**src/rtl/noc_pkg.sv**
```systemverilog
// Shared width and bus-slicing helpers for the NoC distribution blocks.
package noc_pkg;

  function automatic int cnt_width(input int depth);
    return $clog2(depth) + 32'sd1;
  endfunction

  function automatic int ptr_width(input int depth);
    return (depth > 32'sd1) ? $clog2(depth) : 32'sd1;
  endfunction

  function automatic int slice_lo(input int idx, input int width);
    return idx * width;
  endfunction

endpackage

```
**src/rtl/distribute_fifo_seq.sv**
```systemverilog
// Single-clock branch FIFO with registered head word, valid flag and occupancy.
// The head register reads zero whenever the FIFO is empty.
module distribute_fifo_seq
  import noc_pkg::*;
#(
  parameter int DATA_WIDTH = 32,
  parameter int FIFO_DEPTH = 2
) (
  input  logic                               clk,
  input  logic                               rst,
  input  logic                               push,
  input  logic                               pop,
  input  logic [DATA_WIDTH-1:0]              din,
  output logic [DATA_WIDTH-1:0]              dout,
  output logic                               full,
  output logic                               empty,
  output logic [cnt_width(FIFO_DEPTH)-1:0]   count
);

  localparam int CNT_W = cnt_width(FIFO_DEPTH);
  localparam int PTR_W = ptr_width(FIFO_DEPTH);
  localparam logic [CNT_W-1:0] FULL_CNT = CNT_W'(FIFO_DEPTH);
  localparam logic [CNT_W-1:0] ONE_CNT  = CNT_W'(32'd1);
  localparam logic [PTR_W-1:0] ONE_PTR  = PTR_W'(32'd1);

  logic [DATA_WIDTH-1:0] mem_r [FIFO_DEPTH];
  logic [PTR_W-1:0]      rd_ptr_r, wr_ptr_r, rd_next_s, wr_next_s;
  logic [CNT_W-1:0]      count_r, count_next_s;
  logic [DATA_WIDTH-1:0] head_r, head_next_s;
  logic                  valid_r, push_s, pop_s;

  // Next pointers, occupancy and head word; a push into a slot that becomes the head bypasses memory.
  always_comb begin
    push_s = push & (count_r != FULL_CNT);
    pop_s  = pop & valid_r;
    if (pop_s) begin
      rd_next_s = rd_ptr_r + ONE_PTR;
    end else begin
      rd_next_s = rd_ptr_r;
    end
    if (push_s) begin
      wr_next_s = wr_ptr_r + ONE_PTR;
    end else begin
      wr_next_s = wr_ptr_r;
    end
    case ({push_s, pop_s})
      2'b10:   count_next_s = count_r + ONE_CNT;
      2'b01:   count_next_s = count_r - ONE_CNT;
      default: count_next_s = count_r;
    endcase
    if (count_next_s == {CNT_W{1'b0}}) begin
      head_next_s = {DATA_WIDTH{1'b0}};
    end else if (push_s && (wr_ptr_r == rd_next_s)) begin
      head_next_s = din;
    end else begin
      head_next_s = mem_r[rd_next_s];
    end
  end

  // Storage, pointers and registered outputs.
  always_ff @(posedge clk or negedge rst) begin
    if (!rst) begin
      for (int i = 32'sd0; i < FIFO_DEPTH; i++) begin
        mem_r[i] <= {DATA_WIDTH{1'b0}};
      end
      rd_ptr_r <= {PTR_W{1'b0}};
      wr_ptr_r <= {PTR_W{1'b0}};
      count_r  <= {CNT_W{1'b0}};
      head_r   <= {DATA_WIDTH{1'b0}};
      valid_r  <= 1'b0;
    end else begin
      if (push_s) begin
        mem_r[wr_ptr_r] <= din;
      end
      rd_ptr_r <= rd_next_s;
      wr_ptr_r <= wr_next_s;
      count_r  <= count_next_s;
      head_r   <= head_next_s;
      valid_r  <= (count_next_s != {CNT_W{1'b0}});
    end
  end

  assign dout  = head_r;
  assign empty = ~valid_r;
  assign full  = (count_r == FULL_CNT);
  assign count = count_r;

endmodule

```
**src/rtl/distribute_1xn_buffered_seq.sv**
```systemverilog
// 1-to-N distribute switch: a word is pushed atomically into every branch FIFO named
// by the destination mask; each branch drains independently through valid/ready.
module distribute_1xn_buffered_seq
  import noc_pkg::*;
#(
  parameter int DATA_WIDTH = 32,
  parameter int NUM_OUTPUT = 4,
  parameter int FIFO_DEPTH = 2
) (
  input  logic                                           clk,
  input  logic                                           rst,
  input  logic                                           i_valid,
  output logic                                           i_ready,
  input  logic [DATA_WIDTH-1:0]                          i_data_bus,
  input  logic [NUM_OUTPUT-1:0]                          i_cmd,
  input  logic                                           i_en,
  output logic [NUM_OUTPUT-1:0]                          o_valid,
  input  logic [NUM_OUTPUT-1:0]                          o_ready,
  output logic [NUM_OUTPUT*DATA_WIDTH-1:0]               o_data_bus,
  output logic [NUM_OUTPUT*cnt_width(FIFO_DEPTH)-1:0]    o_count
);

  localparam int CNT_W = cnt_width(FIFO_DEPTH);

  logic [NUM_OUTPUT-1:0] full_s;
  logic [NUM_OUTPUT-1:0] empty_s;
  logic [NUM_OUTPUT-1:0] push_s;
  logic                  accept_s;

  // Acceptance uses only registered fullness, so no ready path runs through o_ready.
  always_comb begin
    i_ready  = rst & i_en & ~(|(i_cmd & full_s));
    accept_s = i_valid & i_ready;
    push_s   = i_cmd & {NUM_OUTPUT{accept_s}};
  end

  for (genvar k = 0; k < NUM_OUTPUT; k++) begin : g_branch
    localparam int D_LO = slice_lo(k, DATA_WIDTH);
    localparam int C_LO = slice_lo(k, CNT_W);

    distribute_fifo_seq #(
      .DATA_WIDTH (DATA_WIDTH),
      .FIFO_DEPTH (FIFO_DEPTH)
    ) u_fifo (
      .clk   (clk),
      .rst   (rst),
      .push  (push_s[k]),
      .pop   (o_ready[k]),
      .din   (i_data_bus),
      .dout  (o_data_bus[D_LO +: DATA_WIDTH]),
      .full  (full_s[k]),
      .empty (empty_s[k]),
      .count (o_count[C_LO +: CNT_W])
    );

    assign o_valid[k] = ~empty_s[k];
  end

endmodule

```
**config.mk**
```make
export PLATFORM = sky130hd
export DESIGN_NAME = distribute_1xn_buffered_seq
export DESIGN_NICKNAME = d
export VERILOG_FILES = /design/src/rtl/noc_pkg.sv /design/src/rtl/distribute_fifo_seq.sv /design/src/rtl/distribute_1xn_buffered_seq.sv
export SDC_FILE = /design/constraint.sdc
export NUM_CORES = 1
export LEC_CHECK = 0
export ABC_AREA = 1
export BUFFER_PORTS_ARGS = -buffer_cell sky130_fd_sc_hd__buf_4
export CORE_MARGIN = 1.5
export CORE_UTILIZATION = 55
export CTS_BUF_LIST = sky130_fd_sc_hd__clkbuf_8
export CTS_CLUSTER_SIZE = 16
export DETAILED_ROUTE_END_ITERATION = 6
export HOLD_SLACK_MARGIN = 0.06
export PLACE_DENSITY = 0.74
export SLEW_MARGIN = 20
export SYNTH_ARGS = -nofsm -noshare
export SYNTH_HDL_FRONTEND = slang
export SYNTH_SLANG_ARGS = --single-unit
```
**constraint.sdc**
```tcl
create_clock -name clk -period 3.1 [get_ports clk]
set_input_delay 0.155 -clock clk [delete_from_list [all_inputs] [get_ports clk]]
set_output_delay 0.155 -clock clk [all_outputs]
set_load 0.05 [all_outputs]
```
==> metrics.yaml <==
synthesis:
  yosysTopAreaCell: "sky130_fd_sc_hd__dfrtp_1"
  muxShareOfSynthArea_pct: 0
  synth.net_count: 2590
  netlist-cell-type-count: 24
  synth_area_per_cell_um2: 7.623
  syn_area_um2: 19380
  synth.top_cells.by_area: "sky130_fd_sc_hd__dfrtp_1 (52%), sky130_fd_sc_hd__nand2_1 (21%), sky130_fd_sc_hd__nand4_1 (8.3%)"
  post_synth_and_or_nand_nor_area_fraction_pct: 38.71
  yosysTopAreaCellShare_pct: 52.17
  postSynthRegisterBits: 404
  synth_xor_area_share_pct: 0.3616
  synth.yosys.warnings: 0
  portion_of_the_post_synthesis_area_used_by_sequential_elements_pct: 52.17
  netlist_instances: 2542
  synth_compound_area_share_pct: 0
  synthAdderAreaFrac_pct: 0.2583
  synth_top_family_by_area: "simple AND/OR/NAND/NOR gates"
route:
  drtIter0Drc: 1732
  drt-vias-per-instance: 5.585
  detailedRoute.firstPassIterationCount: 7
  drc: 1
  vias_post_dr: 17700
  detail_route.wl_per_cell_um: 17.97
  postRouteWirelength_um: 56970
  antenna_violating_nets_post_route: 0
placement:
  placed_instance_area_um2: 20680
  dpl_hpwl_um: 33450
  globalplace.congestion: 0.8330
  portBuffers: 184
clock_network:
  total_setup_buffers_inserted_after_cts: 0
  clk_slew_on_worst_s_h_paths_ps: 70
  cts_root_buffer: "sky130_fd_sc_hd__clkbuf_8"
  worstSkewPairLatency_ps: 600
  clockBufferDepth: 3
  cts_sinks: 404
  cts-buffers-inserted: 70
  tritoncts: "built"
  cts-htree-levels: 3
sta:
  totalNegativeSetupSlack_ps: 0
  max_clock_freq_mhz: 346.5
  holdWs_ps: 112.8
  timing.final.crit_share_pct: 93.11
  period_needed_ps: 2886
  report.final.hold_viol_count: 0
  slew_headroom_pct: 34.32
  setup_violations: 0
  finalMaxSlewViolations: 0
  transition_time_of_the_tightest_slew_check_pin_ps: 985.2
  worst_clock_skew_ps: 36.20
  rsz_0062_raised_after_global_routing: "no"
pwr:
  comb_power_share_pct: 43.7
  powerDensity_nw_per_um2: 1077
  power_report.internal_total_w: 0.01342
  seq_power_share_pct: 35.6
  maximum_resistive_drop_on_vdd_mv: 0.6884
  switching_share_pct: 44.71
  switching_power_w: 0.01085
  cellLeakagePower_nw: 13.00
  power.clock.fraction_pct: 20.7
  total_power_w: 0.02428
min_path:
  min-delay-path-class: "in2reg"
worst_setup_path:
  worstPathCellList: "inv_1, nand3_1, nand3_2, nor3b_4, buf_4, buf_4, nand4_1, nand2_1"
  timing.critical_path.required_ps: 3620
  setup.worst_path.start_class: "flop"
  critical_path_arrival_ps: 3400
  endpoint_kind: "flop"
  timing.critical_path.slowest_stage_cell: "sky130_fd_sc_hd__buf_4"
  path_max_fanout: 71
  cp_common_cell: "sky130_fd_sc_hd__buf_4"
  timing_worst_setup_path_type: "reg2reg"
  timing.critical_path.slowest_cell_delay_ps: 690
die:
  design.core.area_um2: 34630
  num_rows: 68
  initial_utilization_pct: 55.96
  top_level_ports: 185
  die_footprint_um2: 36370
  dieWidth_um: 190.7
  die_height_um: 190.7
global_route:
  antenna_found_initial: 1
  wire_length_of_the_first_global_routing_pass_um: 90800
  grt_max_degree: 149
  vias_in_the_first_global_route: 16820
  gr-total-overflow: 0
  global_route.usage.total_pct: 31.75
final_layout:
  layout.nets: 2709
  fin_util_pct: 65.11
  drive_gt1_share_pct: 13.38
  layout_overhead_on_the_synthesized_area_pct: 16.35
  count_of_fill_cells_added_during_filler_insertion: 2955
  stdcell_area_um2: 22550
run:
  drv_cap: 0
outcome:
  failed_checks: "DRC"
  status: "complete, but fails checks"
==> power groups by stage <==
stage	clock (W)	sequential, W	combinational (W)
CTS	0.00511	0.00862	0.0105
global placement	0	0.00861	0.0102
detailed placement	0	0.00868	0.0105
floorplan	0	0.0103	0.00583
finish	0.00504	0.00864	0.0106
global route	0.00536	0.00887	0.0118
==> cells by family after synthesis <==
kind of cell             after synthesis
XOR/XNOR                               8
adder cells (fa/ha/maj)                4
buffers and inverters                378
flip-flops                           404
AND/OR/NAND/NOR                     1748
==> sequential cells by signal, indices dropped and copies added (netlist names) <==
register,flops
g_branch.u_fifo.rd_ptr_r,4
g_branch.u_fifo.mem_r,256
g_branch.u_fifo.wr_ptr_r,4
g_branch.u_fifo.valid_r,4
g_branch.u_fifo.count,8
g_branch.u_fifo.dout,128
==> placed cells by master, fill, tap and decap left out, drive strengths merged <==
cell	Yosys	final
clkinvlp	0	3
inv	148	166
diode	0	1
nand2	1064	1064
nor2	257	257
ha	4	4
dfrtp	404	404
xor2	4	4
nor3b	1	1
buf	59	236
clkbuf	167	99
xnor2	4	4
or2	4	4
nand3b	4	4
dlygate4sd3	0	37
nand3	158	158
clkinv	4	9
nand4	260	260
==> layer usage <==
layer | global-route usage, % | part of all wire, % | up-vias
li1 | - | - | 8278
met1 | 43.31 | 41 | 8418
met2 | 49.12 | 46 | 886
met3 | 7.195 | 9.6 | 122
met4 | 12.96 | 3.3 | 0
met5 | 0 | 0 | -
==> per-stage QoR <==
stage	setup WS [ps]	instances
global route	43.11	3170
floorplan	50.53	2542
detailed placement	149.8	3007
finish	213.7	3170
CTS	80.98	3169
global placement	233.7	3007
==> worst max-delay path: cells and delay by family (launching register included) <==
| kind | cells | cell delay, ps |
|---|---|---|
| flops | 1 | 400 |
| buf+inv | 3 | 1400 |
| simple gates | 5 | 960 |
==> worst paths after layout <==
path	depth (start not counted)	to	slack (ps)	from
worst max register to register	8	g_branch[1].u_fifo.mem_r[36]	210	g_branch[0].u_fifo.count[0]
max in group asynchronous	5	g_branch[2].u_fifo.dout[2]	860	rst
min in group asynchronous	3	g_branch[3].u_fifo.dout[22]	270	rst
worst max-delay path	8	g_branch[1].u_fifo.mem_r[36]	210	g_branch[0].u_fifo.count[0]
worst min-delay path	5	g_branch[2].u_fifo.count[0]	110	o_ready[2]
worst min register to register	2	g_branch[1].u_fifo.mem_r[27]	470	g_branch[1].u_fifo.mem_r[27]
==> layout make-up <==
cell class,count,area (µm²),area share [%]
inverter,152,570.5,2.531
sequential,404,10110,44.86
multi-input combinational,1760,7632,33.85
timing repair buffer,273,2175,9.645
clock buffer,99,1363,6.043
tap,455,569.3,2.525
clock inverter,26,120.1,0.5327
antenna,1,2.502,0.01110
==> synthesized netlist by cell type <==
cell type                  count
sky130_fd_sc_hd__nand2_1    1064
sky130_fd_sc_hd__dfrtp_1     404
sky130_fd_sc_hd__nand4_1     256
sky130_fd_sc_hd__nor2_1      256
sky130_fd_sc_hd__clkbuf_1    166
sky130_fd_sc_hd__nand3_1     154
sky130_fd_sc_hd__inv_1       147
sky130_fd_sc_hd__buf_2        25
sky130_fd_sc_hd__buf_6        21
sky130_fd_sc_hd__buf_1         7
sky130_fd_sc_hd__buf_4         4
sky130_fd_sc_hd__clkinv_1      4
sky130_fd_sc_hd__ha_1          4
sky130_fd_sc_hd__nand3_2       4
sky130_fd_sc_hd__nand3b_1      4
sky130_fd_sc_hd__nand4_2       4
sky130_fd_sc_hd__or2_2         4
sky130_fd_sc_hd__xnor2_1       4
sky130_fd_sc_hd__xor2_1        4
sky130_fd_sc_hd__buf_8         2
sky130_fd_sc_hd__clkbuf_2      1
sky130_fd_sc_hd__inv_2         1
sky130_fd_sc_hd__nor2_4        1
sky130_fd_sc_hd__nor3b_4       1
==> timing repair <==
item / 4_1_cts / 5_1_grt
resized for setup: 0 / 4
hold endpoints to repair: 536 / 0
endpoints found under the setup margin: 0 / 108
hold buffers: 37 / 0
No activity file was read; power rests on OpenSTA's default activity.
